`src/rtl/masked_share_unmasker_if.sv`:
```
// masked_share_unmasker_if: share-beat input bus and recombined-word output bus
interface masked_share_unmasker_if #(
    parameter int WIDTH = 4
);
    logic             in_valid;
    logic             in_ready;
    logic             in_idx;
    logic [WIDTH-1:0] in_share;
    logic             out_valid;
    logic             out_ready;
    logic [WIDTH-1:0] out_data;

    modport master (
        output in_valid, in_idx, in_share, out_ready,
        input  in_ready, out_valid, out_data
    );

    modport slave (
        input  in_valid, in_idx, in_share, out_ready,
        output in_ready, out_valid, out_data
    );
endinterface

```
`src/rtl/masked_share_unmasker.sv`:
```
// masked_share_unmasker: registers two Boolean shares separately and recombines them after a zeroed clear window
module masked_share_unmasker #(
    parameter int WIDTH        = 4,
    parameter int CLEAR_CYCLES = 1,
    parameter int CNT_W        = 8
) (
    input  logic                 clk,
    input  logic                 rst,
    masked_share_unmasker_if.slave bus,
    output logic                 err_o,
    output logic [CNT_W-1:0]     word_count_o,
    output logic [CNT_W-1:0]     err_count_o
);
    localparam int CW = (CLEAR_CYCLES > 1) ? $clog2(CLEAR_CYCLES) : 1;

    typedef enum logic [2:0] {IDLE, WAIT_S1, CLEAR, COMBINE, OUT} state_t;

    state_t           state_q, state_d;
    logic [WIDTH-1:0] s0_q, s0_d, s1_q, s1_d, od_q, od_d;
    logic             ov_q, ov_d, err_q, err_d;
    logic [CNT_W-1:0] wc_q, wc_d, ec_q, ec_d, ec_inc;
    logic [CW-1:0]    cnt_q, cnt_d;
    logic             accept;

    assign bus.in_ready  = (state_q == IDLE) || (state_q == WAIT_S1);
    assign bus.out_valid = ov_q;
    assign bus.out_data  = od_q;
    assign err_o         = err_q;
    assign word_count_o  = wc_q;
    assign err_count_o   = ec_q;
    assign accept        = bus.in_valid & bus.in_ready;
    assign ec_inc        = (&ec_q) ? ec_q : ec_q + 1'b1;

    // State and datapath registers; every register clears on reset
    always_ff @(posedge clk) begin
        if (rst) begin
            state_q <= IDLE;
            s0_q    <= '0;
            s1_q    <= '0;
            od_q    <= '0;
            ov_q    <= 1'b0;
            err_q   <= 1'b0;
            wc_q    <= '0;
            ec_q    <= '0;
            cnt_q   <= '0;
        end else begin
            state_q <= state_d;
            s0_q    <= s0_d;
            s1_q    <= s1_d;
            od_q    <= od_d;
            ov_q    <= ov_d;
            err_q   <= err_d;
            wc_q    <= wc_d;
            ec_q    <= ec_d;
            cnt_q   <= cnt_d;
        end
    end

    // Next state: shares land in separate registers; the XOR happens only in COMBINE after the clear window
    always_comb begin
        state_d = state_q;
        s0_d    = s0_q;
        s1_d    = s1_q;
        od_d    = od_q;
        ov_d    = ov_q;
        err_d   = 1'b0;
        wc_d    = wc_q;
        ec_d    = ec_q;
        cnt_d   = cnt_q;
        case (state_q)
            IDLE: begin
                if (accept && !bus.in_idx) begin
                    s0_d    = bus.in_share;
                    state_d = WAIT_S1;
                end else if (accept) begin
                    err_d = 1'b1;
                    ec_d  = ec_inc;
                end
            end
            WAIT_S1: begin
                if (accept && bus.in_idx) begin
                    s1_d    = bus.in_share;
                    cnt_d   = CW'(CLEAR_CYCLES - 1);
                    state_d = (CLEAR_CYCLES > 0) ? CLEAR : COMBINE;
                end else if (accept) begin
                    s0_d  = bus.in_share;
                    err_d = 1'b1;
                    ec_d  = ec_inc;
                end
            end
            CLEAR: begin
                od_d    = '0;
                cnt_d   = (cnt_q == '0) ? cnt_q : cnt_q - 1'b1;
                state_d = (cnt_q == '0) ? COMBINE : CLEAR;
            end
            COMBINE: begin
                od_d    = s0_q ^ s1_q;
                ov_d    = 1'b1;
                s0_d    = '0;
                s1_d    = '0;
                state_d = OUT;
            end
            OUT: begin
                if (bus.out_ready) begin
                    ov_d    = 1'b0;
                    od_d    = '0;
                    wc_d    = wc_q + 1'b1;
                    state_d = IDLE;
                end
            end
            default: state_d = IDLE;
        endcase
    end
endmodule

```
`src/flat_wrapper.sv`:
```
// flat-port wrapper written by rule: the top's interface ports become plain ports
module masked_share_unmasker_flat 
#(
    parameter int WIDTH        = 4,
    parameter int CLEAR_CYCLES = 1,
    parameter int CNT_W        = 8
)
  (clk, rst, err_o, word_count_o, err_count_o, bus_in_valid, bus_in_idx, bus_in_share, bus_out_ready, bus_in_ready, bus_out_valid, bus_out_data);
  masked_share_unmasker_if #(.WIDTH(WIDTH)) bus_i ();
  input  logic clk;
  input  logic rst;
  output logic err_o;
  output logic [CNT_W-1:0] word_count_o;
  output logic [CNT_W-1:0] err_count_o;
  input wire logic [$bits(bus_i.in_valid)-1:0] bus_in_valid;
  input wire logic [$bits(bus_i.in_idx)-1:0] bus_in_idx;
  input wire logic [$bits(bus_i.in_share)-1:0] bus_in_share;
  input wire logic [$bits(bus_i.out_ready)-1:0] bus_out_ready;
  output wire logic [$bits(bus_i.in_ready)-1:0] bus_in_ready;
  output wire logic [$bits(bus_i.out_valid)-1:0] bus_out_valid;
  output wire logic [$bits(bus_i.out_data)-1:0] bus_out_data;
  assign bus_i.in_valid = bus_in_valid;
  assign bus_i.in_idx = bus_in_idx;
  assign bus_i.in_share = bus_in_share;
  assign bus_i.out_ready = bus_out_ready;
  assign bus_in_ready = bus_i.in_ready;
  assign bus_out_valid = bus_i.out_valid;
  assign bus_out_data = bus_i.out_data;
  masked_share_unmasker #(.WIDTH(WIDTH), .CLEAR_CYCLES(CLEAR_CYCLES), .CNT_W(CNT_W)) u_core (.clk(clk), .rst(rst), .bus(bus_i), .err_o(err_o), .word_count_o(word_count_o), .err_count_o(err_count_o));
endmodule
```
`config.mk`:
```
export PLATFORM = sky130hd
export DESIGN_NAME = masked_share_unmasker_flat
export DESIGN_NICKNAME = d
export VERILOG_FILES = /design/src/rtl/masked_share_unmasker_if.sv /design/src/rtl/masked_share_unmasker.sv /design/src/flat_wrapper.sv
export SDC_FILE = /design/constraint.sdc
export NUM_CORES = 1
export LEC_CHECK = 0
export CAP_MARGIN = 20
export CORE_MARGIN = 2
export CORE_UTILIZATION = 41
export DETAILED_ROUTE_END_ITERATION = 8
export PLACE_DENSITY = 0.63
export SKIP_CTS_REPAIR_TIMING = 1
export SYNTH_ARGS = -nofsm -noshare
export SYNTH_HDL_FRONTEND = slang
export SYNTH_SLANG_ARGS = --single-unit
```
`constraint.sdc`:
```
create_clock -name clk -period 3.68 [get_ports clk]
set_clock_uncertainty 0.1 [all_clocks]
set_input_delay 0.736 -clock clk [delete_from_list [all_inputs] [get_ports clk]]
set_output_delay 0.736 -clock clk [all_outputs]
set_load 0.1 [all_outputs]
```
==> results, run 1 <==
- Of the cells placed in the final design, the portion with a size suffix greater than 1 is 0.0707.
- TritonCTS built the clock tree.
- The final number of max-transition violations is 0.
- For this run, the register share of the synthesized area comes to 0.437.
- The die width is 64.7 um.
- The number of primary I/O pins is 32.
- Counting along the longest clock path gives a buffer depth of 2.
- The clock insertion delay at the later pin of the skew report is 0.29 ns.
- The cell with the largest stage delay on the worst path is sky130_fd_sc_hd__clkdlybuf4s50_1.
- For this run, the leading register cell type out of synthesis is sky130_fd_sc_hd__dfxtp_1.
- The kind of cell adding the most delay to the critical path is buffers and inverters.
- The H-tree depth is 2.
- The area added between synthesis and finish is 30.1%.
- Of the total power, the share spent switching nets is 0.231.
- The worst path meets setup with ~0.93 ns of slack.
- Input and output buffers added on the ports amount to 31.
- The critical path's largest stage delay is 1.18 ns.
- Counting the buffers created by CTS gives 5.
- Across every metal layer, demand over resource in global routing totals 0.169.
- The repair_antennas step left the layout with diodes totalling 0.
- Hold timing on the final database bottoms out at a slack of 0.368 ns.
- After synthesis the cells add up to 1510 um^2.
- In this run the critical register-to-register path is captured at u_core.err_count_o[5].
- The timing endpoint of the critical path is err_count_o[3].
- The worst setup path is of the reg2out kind.
- The required time of the worst setup path is 2.84 ns.
- The number of nets in the finished design is around 210.
- The largest total area in the synthesized netlist belongs to sky130_fd_sc_hd__dfxtp_1.
- Of the total power, registers draw 0.465.
- The setup check on the worst reg-to-reg path leaves a slack of 1.81 ns.
- The number of storage elements in the synthesis netlist is 33.
- In the post-synthesis netlist, the biggest area contributors are sky130_fd_sc_hd__dfxtp_1 (44%), sky130_fd_sc_hd__mux2i_1 (6.0%), sky130_fd_sc_hd__nor2_1 (6.0%).
- The count of buffer and inverter cells on the critical path is 1.
- The total global routing overflow is 0.
- STA classifies the critical path startpoint as a flip-flop.
- For this run, design rule violations remaining after detail routing come to 0.
- For this design the ratio of total power to cell area is 406 nW/um^2.
- The area of the multi-input gates is ~800 um^2.
- The run finished with clean final reports.
- The worst hold path was traced through 2 stages.
- The CTS clock-pin slew for the worst setup and hold paths is 0.07 ns.
- The switching power total is 184 uW.
- Setup repair after global routing left no endpoint under its margin.
- Across the VDD grid, the largest voltage drop is 0.000222 V.
- The via density per instance is 5.09.
- The number of max-cap violations is 0.
- The congestion estimate from routability-driven global placement came to 0.767.
- The maximum fanout along the worst path is 8.
- Across the whole layout, storage elements account for between 600 and 700 um^2.
- The routed layout has 1251 vias.
- The post-route setup TNS is 0 ns.
- The critical path goes through clkdlybuf4s50_1.
- The global-route wire length before repair is ~5400 um.
- The internal power consumption is 614 uW.
- Synthesis handed over a netlist of 165 instances.
- The fraction of power consumed by the clock network is 0.439.
- The via count of the first global-routing pass is 1173.
- Counting flops with a built-in enable in the synthesized netlist gives 0.
- The share of total power dissipated in combinational logic is 0.096.
- The half-perimeter wire length of the detailed placement result is roughly 2200 um.
- In this run the number of cells on the critical path is 1.
- Clock tree synthesis found a total of 33 sinks.
- The number of cells traversed by the worst register-to-register path is 4.
- Ranked by instance count, the synthesized netlist is headed by sky130_fd_sc_hd__dfxtp_1 (33), sky130_fd_sc_hd__nor2_1 (24), sky130_fd_sc_hd__nand2_1 (10).
- The layout has ~350 filler cells.
- The Yosys step of the flow raised 0 warnings.
- The synthesized area divided by synthesized cell count is between 9 and 10 um^2.
- The share of synthesized area in the top cell type comes to 0.437.
- The type of the most critical hold path is reg2reg.
- The net count after synthesis is 176.
- The initial antenna violation count is 0.
- The height of the die is 64.7 um.
- The headroom to the max-slew limit is 0.349.
- Tracing the worst setup path back leads to its startpoint at u_core.err_count_o[3].
- The share of flip-flops with an asynchronous set or reset is 0.
- Timing analysis after detailed placement gives a worst setup slack of between 0.9 and 1 ns.
- The first TritonRoute pass finished after 4 iterations.
- Dividing the final minimum period by the clock period gives 0.748.
- The number of design-rule violations left by the first detailed-router iteration is between 90 and 100.
- The origin of the critical flop-to-flop path is u_core.state_q[1].
- The transition time at the pin with the least slew margin is 0.973 ns.
- The nature of the critical path endpoint is an output port.
- The number of hold violations in the final report was 0.
- Derived from the worst setup path, the maximum achievable clock frequency is 363 MHz.
- For this configuration, the core starts out at a cell density of 0.420.
- Dividing the detail-routed wire length by the instance count gives 12.7 um.
- The maximum number of pins on one net before global-route repair is 34.
- The count of endpoints failing setup in the final report is 0.
- In this run the core area contains 22 standard-cell rows.
- Data on the critical path arrives at its endpoint at between 1.5 and 2 ns.
- The smallest clock period supported by the final layout is computed as 2.75 ns.
- By instance count, the leading cell after synthesis is sky130_fd_sc_hd__dfxtp_1.
- The clock root buffer is sky130_fd_sc_hd__clkbuf_8.
- The number of different library cells used by synthesis comes to 43.
- The analysis attributes to cell leakage a power of 0.000718 uW.
- The die area is 4190 um^2.
- The final layout contains routed wiring with a total length of around 3100 um.
- The count of nets left with antenna violations once routing finished came out at 0.
- The core region is 3610 um^2.
worst min-delay path by stage:
stage / end / slack (ns) / start
2_1_floorplan: u_core.s0_q[0] / 0.38 / u_core.s0_q[0]
3_3_place_gp: u_core.bus.out_valid / 0.35 / u_core.bus.out_valid
3_5_place_dp: u_core.bus.out_valid / 0.36 / u_core.bus.out_valid
4_1_cts: u_core.bus.out_valid / 0.37 / u_core.bus.out_valid
5_1_grt: u_core.bus.out_valid / 0.39 / u_core.bus.out_valid
6_report: u_core.bus.out_valid / 0.37 / u_core.bus.out_valid
worst reg2reg max path: stages (launching register included):
cell	delay, ns
sky130_fd_sc_hd__dfxtp_1	0.42
sky130_fd_sc_hd__or3b_4	0.46
sky130_fd_sc_hd__nor3_4	0.24
sky130_fd_sc_hd__o2111a_1	0.23
sky130_fd_sc_hd__mux2_1	0.31
power by group through the flow:
| stage | combinational [uW] | clock [uW] | sequential [uW] |
|---|---|---|---|
| after global routing | 82.8 | 375 | 372 |
| after detailed placement | 76.9 | 0 | 380 |
| after floorplan | 38.1 | 0 | 395 |
| after global placement | 75.7 | 0 | 379 |
| final | 76.6 | 351 | 372 |
| after CTS | 77.1 | 358 | 372 |
placed cells by master (no fill, tap or decap), types with 2 or more instances in the layout:
| master | synthesis | routed |
|---|---|---|
| sky130_fd_sc_hd__a21oi_1 | 8 | 8 |
| sky130_fd_sc_hd__a22oi_1 | 4 | 4 |
| sky130_fd_sc_hd__a31oi_1 | 2 | 2 |
| sky130_fd_sc_hd__and2_1 | 4 | 4 |
| sky130_fd_sc_hd__and4_1 | 3 | 3 |
| sky130_fd_sc_hd__buf_4 | 0 | 2 |
| sky130_fd_sc_hd__clkbuf_8 | 0 | 6 |
| sky130_fd_sc_hd__clkdlybuf4s50_1 | 0 | 30 |
| sky130_fd_sc_hd__dfxtp_1 | 33 | 33 |
| sky130_fd_sc_hd__ha_1 | 2 | 2 |
| sky130_fd_sc_hd__inv_1 | 4 | 4 |
| sky130_fd_sc_hd__mux2_1 | 2 | 2 |
| sky130_fd_sc_hd__mux2i_1 | 9 | 9 |
| sky130_fd_sc_hd__nand2_1 | 10 | 10 |
| sky130_fd_sc_hd__nand2b_1 | 5 | 5 |
| sky130_fd_sc_hd__nand3_1 | 5 | 5 |
| sky130_fd_sc_hd__nand4_1 | 2 | 2 |
| sky130_fd_sc_hd__nor2_1 | 24 | 24 |
| sky130_fd_sc_hd__nor2b_1 | 4 | 4 |
| sky130_fd_sc_hd__nor3_1 | 5 | 5 |
| sky130_fd_sc_hd__xnor2_1 | 5 | 5 |
| sky130_fd_sc_hd__xor2_1 | 6 | 6 |
stage by stage:
stage	utilization	cells	power, uW	area (um^2)
2_1_floorplan	-	165	433	1510
3_3_place_gp	0.514	238	455	1850
3_5_place_dp	0.514	238	457	1850
4_1_cts	0.546	246	807	1970
5_1_grt	0.546	246	830	1970
6_report	0.546	246	799	1970
registers in the layout, summed over array words and instances (netlist names):
name                  cells
u_core.err_count_o        8
u_core.word_count_o       8
u_core.bus.out_data       4
u_core.s0_q               4
u_core.s1_q               4
u_core.state_q            3
u_core.bus.out_valid      1
u_core.err_o              1
cells by family (layout without fill, tap and decap cells):
family,Yosys count,count (layout),synth area share
AOI/OAI and AO/OA,23,23,0.103
xor gates and xnor gates,11,11,0.0637
adders and majority gates,2,2,0.0165
buffers and inverters,11,44,0.0339
DFF,33,33,0.437
muxes,11,11,0.0744
and+or+nand+nor,74,74,0.271
final cells by class:
| type | count | share of cell area |
|---|---|---|
| inverters | 4 | 0.00763 |
| repair buffers | 32 | 0.160 |
| multi-input cells | 121 | 0.407 |
| well taps | 48 | 0.0305 |
| clock inverters | 1 | 0.0153 |
| flip-flops and latches | 33 | 0.336 |
| clock buffers | 7 | 0.0439 |
routing by layer:
| layer | vias to the layer above | GRT usage | wire [um] |
|---|---|---|---|
| met1 | 569 | 0.240 | 1610 |
| li1 | 643 | - | - |
| met2 | 31 | 0.227 | 1310 |
| met4 | 0 | 0.0984 | 72 |
| met5 | - | 0 | 0 |
| met3 | 8 | 0.0417 | 130 |
Note: power is estimated with default switching activity, not from simulation.
==> run 2: changes to the inputs <==
--- a/config.mk
+++ b/config.mk
@@ -9,7 +9,7 @@
 export CORE_MARGIN = 2
 export CORE_UTILIZATION = 41
 export DETAILED_ROUTE_END_ITERATION = 8
-export PLACE_DENSITY = 0.63
+export PLACE_DENSITY = 0.65
 export SKIP_CTS_REPAIR_TIMING = 1
 export SYNTH_ARGS = -nofsm -noshare
 export SYNTH_HDL_FRONTEND = slang
==> constraint.sdc (replaced) <==
create_clock -name clk -period 2.4 [get_ports clk]
set_clock_uncertainty 0.1 [all_clocks]
set_input_delay 0.48 -clock clk [delete_from_list [all_inputs] [get_ports clk]]
set_output_delay 0.48 -clock clk [all_outputs]
set_load 0.1 [all_outputs]
==> run 2 against run 1 <==
  * Combinational power increased by 55%
  * Global-route usage decreased by 0.45 points
  * Critical path depth increased by 4
  * Clock power increased by 77%
  * Die area unchanged
  * Utilization decreased by 0.42 points
  * Non-clock buffer count increased by 3
  * Via count increased by 3.2%
  * Sequential share of layout area increased by 0.26 points
  * Sequential power increased by 53%
==> results, run 2 (synthesis results as in run 1) <==
- The clock insertion delay at the later pin of the skew report is 0.29 ns.
- From left edge to right edge, the die measures 64.7 um.
- The cell leakage power is 0.000788 uW.
- The most common cell after layout, fill and taps aside is sky130_fd_sc_hd__dfxtp_1.
- Final hold analysis gives a worst-case slack of 0.378 ns.
- The global-route wire length before repair is roughly 5400 um.
- In the final routed layout, each cell accounts on average for 12.7 um.
- For this design the ratio of total power to cell area is around 670 nW/um^2.
- 32 I/O pins were placed.
- STA classifies the critical path endpoint as a flip-flop.
- The number of hold violations in the final report is 0.
- The data arrival at the endpoint of the critical path is about 2.2 ns.
- The internal power consumption is 1020 uW.
- The worst hold path belongs to the class reg2reg.
- Relative to the synthesized area, the layout overhead comes to 29.1%.
- The final number of max-transition violations came to 0.
- Detailed routing inserted a total of 1291 vias.
- The headroom to the max-slew limit is 0.660.
- The share of total power dissipated in the clock network is 0.474.
- The part of the power in combinational logic is 0.091.
- The share of the clock period used by the worst path after layout is 0.867.
- Once routing completed, OpenROAD measured the worst setup slack at 0.319 ns.
- The number of nets in the finished design is 211.
- The clock root buffer is sky130_fd_sc_hd__clkbuf_8.
- VDD sags by at most 0.000337 V.
- The first routing iteration left 123 violations.
- The overall routing resource usage is 0.164.
- Of the total power, registers draw 0.435.
- Summed over all layers, the routed wires come to about 3200 um.
- For this run, the detailed router's first-pass iteration total came to 4.
- The number of placed instances, taps included, is roughly 240.
- The core utilization of the finished layout is 0.542.
- Port buffering added 31 buffers.
- The count of cells in the finished layout, fillers not included, comes to roughly 250.
- The tool flagged a number of max-cap violations equal to 0.
- Setup repair after global routing left no endpoint under its margin.
- The die covers between 4000 and 5000 um^2.
- The effective utilization at floorplan is 0.420.
- The initial antenna violation count is 0.
- The type of origin of the critical path is a primary input.
- The maximum number of pins on one net before global-route repair is 16.
- No sink is reached through more buffers than the 2 on the longest clock path.
- The achievable clock frequency is 481 MHz.
- The switching power total is 292 uW.
- Counting the buffers created by CTS gives 5.
- The post-route setup TNS is 0 ns.
- After floorplanning, the core was sized to cover 3610 um^2.
- The share of cells above drive strength 1 is 0.199.
- By startpoint and endpoint, the worst setup path is classified as in2reg.
- Leaving out fill and tap cells, the most frequent cells in the layout are sky130_fd_sc_hd__dfxtp_1 (33), sky130_fd_sc_hd__buf_4 (27), sky130_fd_sc_hd__nor2_1 (24).
- The floorplan has 22 rows.
- Setup violations remaining at the end of the flow were counted as 0.
- The via density per instance is 5.18.
- The run finished with clean final reports.
- The switching share of power is 0.223.
- The transition time at the pin with the least slew margin is ~0.5 ns.
- In this run the worst path has a maximum fanout of 5.
- The total global routing overflow is 0.
- The required time of the worst setup path is ~2.5 ns.
- The clock sink count is 33.
- The via count of the first global-routing pass is 1181.
- The number of diodes is 0.
- CTS built an H-tree with a depth of 2.
- The remaining antenna violation count after routing is 0.
- The remaining design rule violation count is 0.
- The post-route minimum period is 2.08 ns.
- TritonCTS built the clock tree.
- The congestion estimate from routability-driven global placement came to 0.794.
- The height of the die is between 60 and 70 um.
- Clock-pin slew was measured on the worst setup and hold paths at 0.07 ns.
- The setup slack after placement is 0.0297 ns.
- Detailed placement ended at an HPWL of 2290 um.
## run 2: cell types whose count changed in the layout (fill, tap and decap cells not counted)
cell,before,now
sky130_fd_sc_hd__buf_4,2,27
sky130_fd_sc_hd__clkdlybuf4s50_1,30,8
sky130_fd_sc_hd__bufinv_16,1,2
sky130_fd_sc_hd__clkbuf_1,1,0
sky130_fd_sc_hd__clkbuf_8,6,5
sky130_fd_sc_hd__clkinv_2,0,1
## run 2: final timing paths
kind | startpoint | cells after the start | slack (ns) | to
worst max-delay path | bus_in_valid | 5 | 0.32 | u_core.err_count_o[5]
worst min-delay path | u_core.bus.out_valid | 2 | 0.38 | u_core.bus.out_valid
worst max register to register | u_core.state_q[1] | 4 | 0.60 | u_core.err_count_o[5]
worst min register to register | u_core.bus.out_valid | 2 | 0.38 | u_core.bus.out_valid
## run 2: worst max-delay path, stage by stage
cell	delay, ns
sky130_fd_sc_hd__clkdlybuf4s50_1	0.53
sky130_fd_sc_hd__or3b_4	0.44
sky130_fd_sc_hd__nor3_4	0.18
sky130_fd_sc_hd__o2111a_1	0.21
sky130_fd_sc_hd__mux2_1	0.32
## run 2: metal layers
metal | up-vias | global-route usage | wire [um]
met1 | 615 | 0.216 | 1500
met4 | 0 | 0.0691 | 50
li1 | 646 | - | -
met2 | 24 | 0.250 | 1480
met3 | 6 | 0.0469 | 131
met5 | - | 0 | 0
## run 2: final cells by class
type	instances	area, um^2
fillers	346	1650
multi-input cells	121	801
flip-flops and latches	33	661
repair buffers	35	283
clock buffers	5	68.8
clock inverters	3	65.1
well taps	48	60.1
inverters	4	15.0
## run 2: stage by stage
| stage | power, uW | cell area, um^2 |
|---|---|---|
| 2_1_floorplan | 665 | 1510 |
| 3_3_place_gp | 699 | 1820 |
| 3_5_place_dp | 702 | 1820 |
| 4_1_cts | 1320 | 1950 |
| 5_1_grt | 1350 | 1950 |
| 6_report | 1310 | 1950 |
## run 2: power groups by stage
stage                     clock network, uW  registers [uW]  logic [uW]
after global placement                    0             581         117
after floorplan                           0             606        58.4
final                                   620             570         119
after CTS                               628             570         120
after detailed placement                  0             582         120
after global routing                    650             571         128
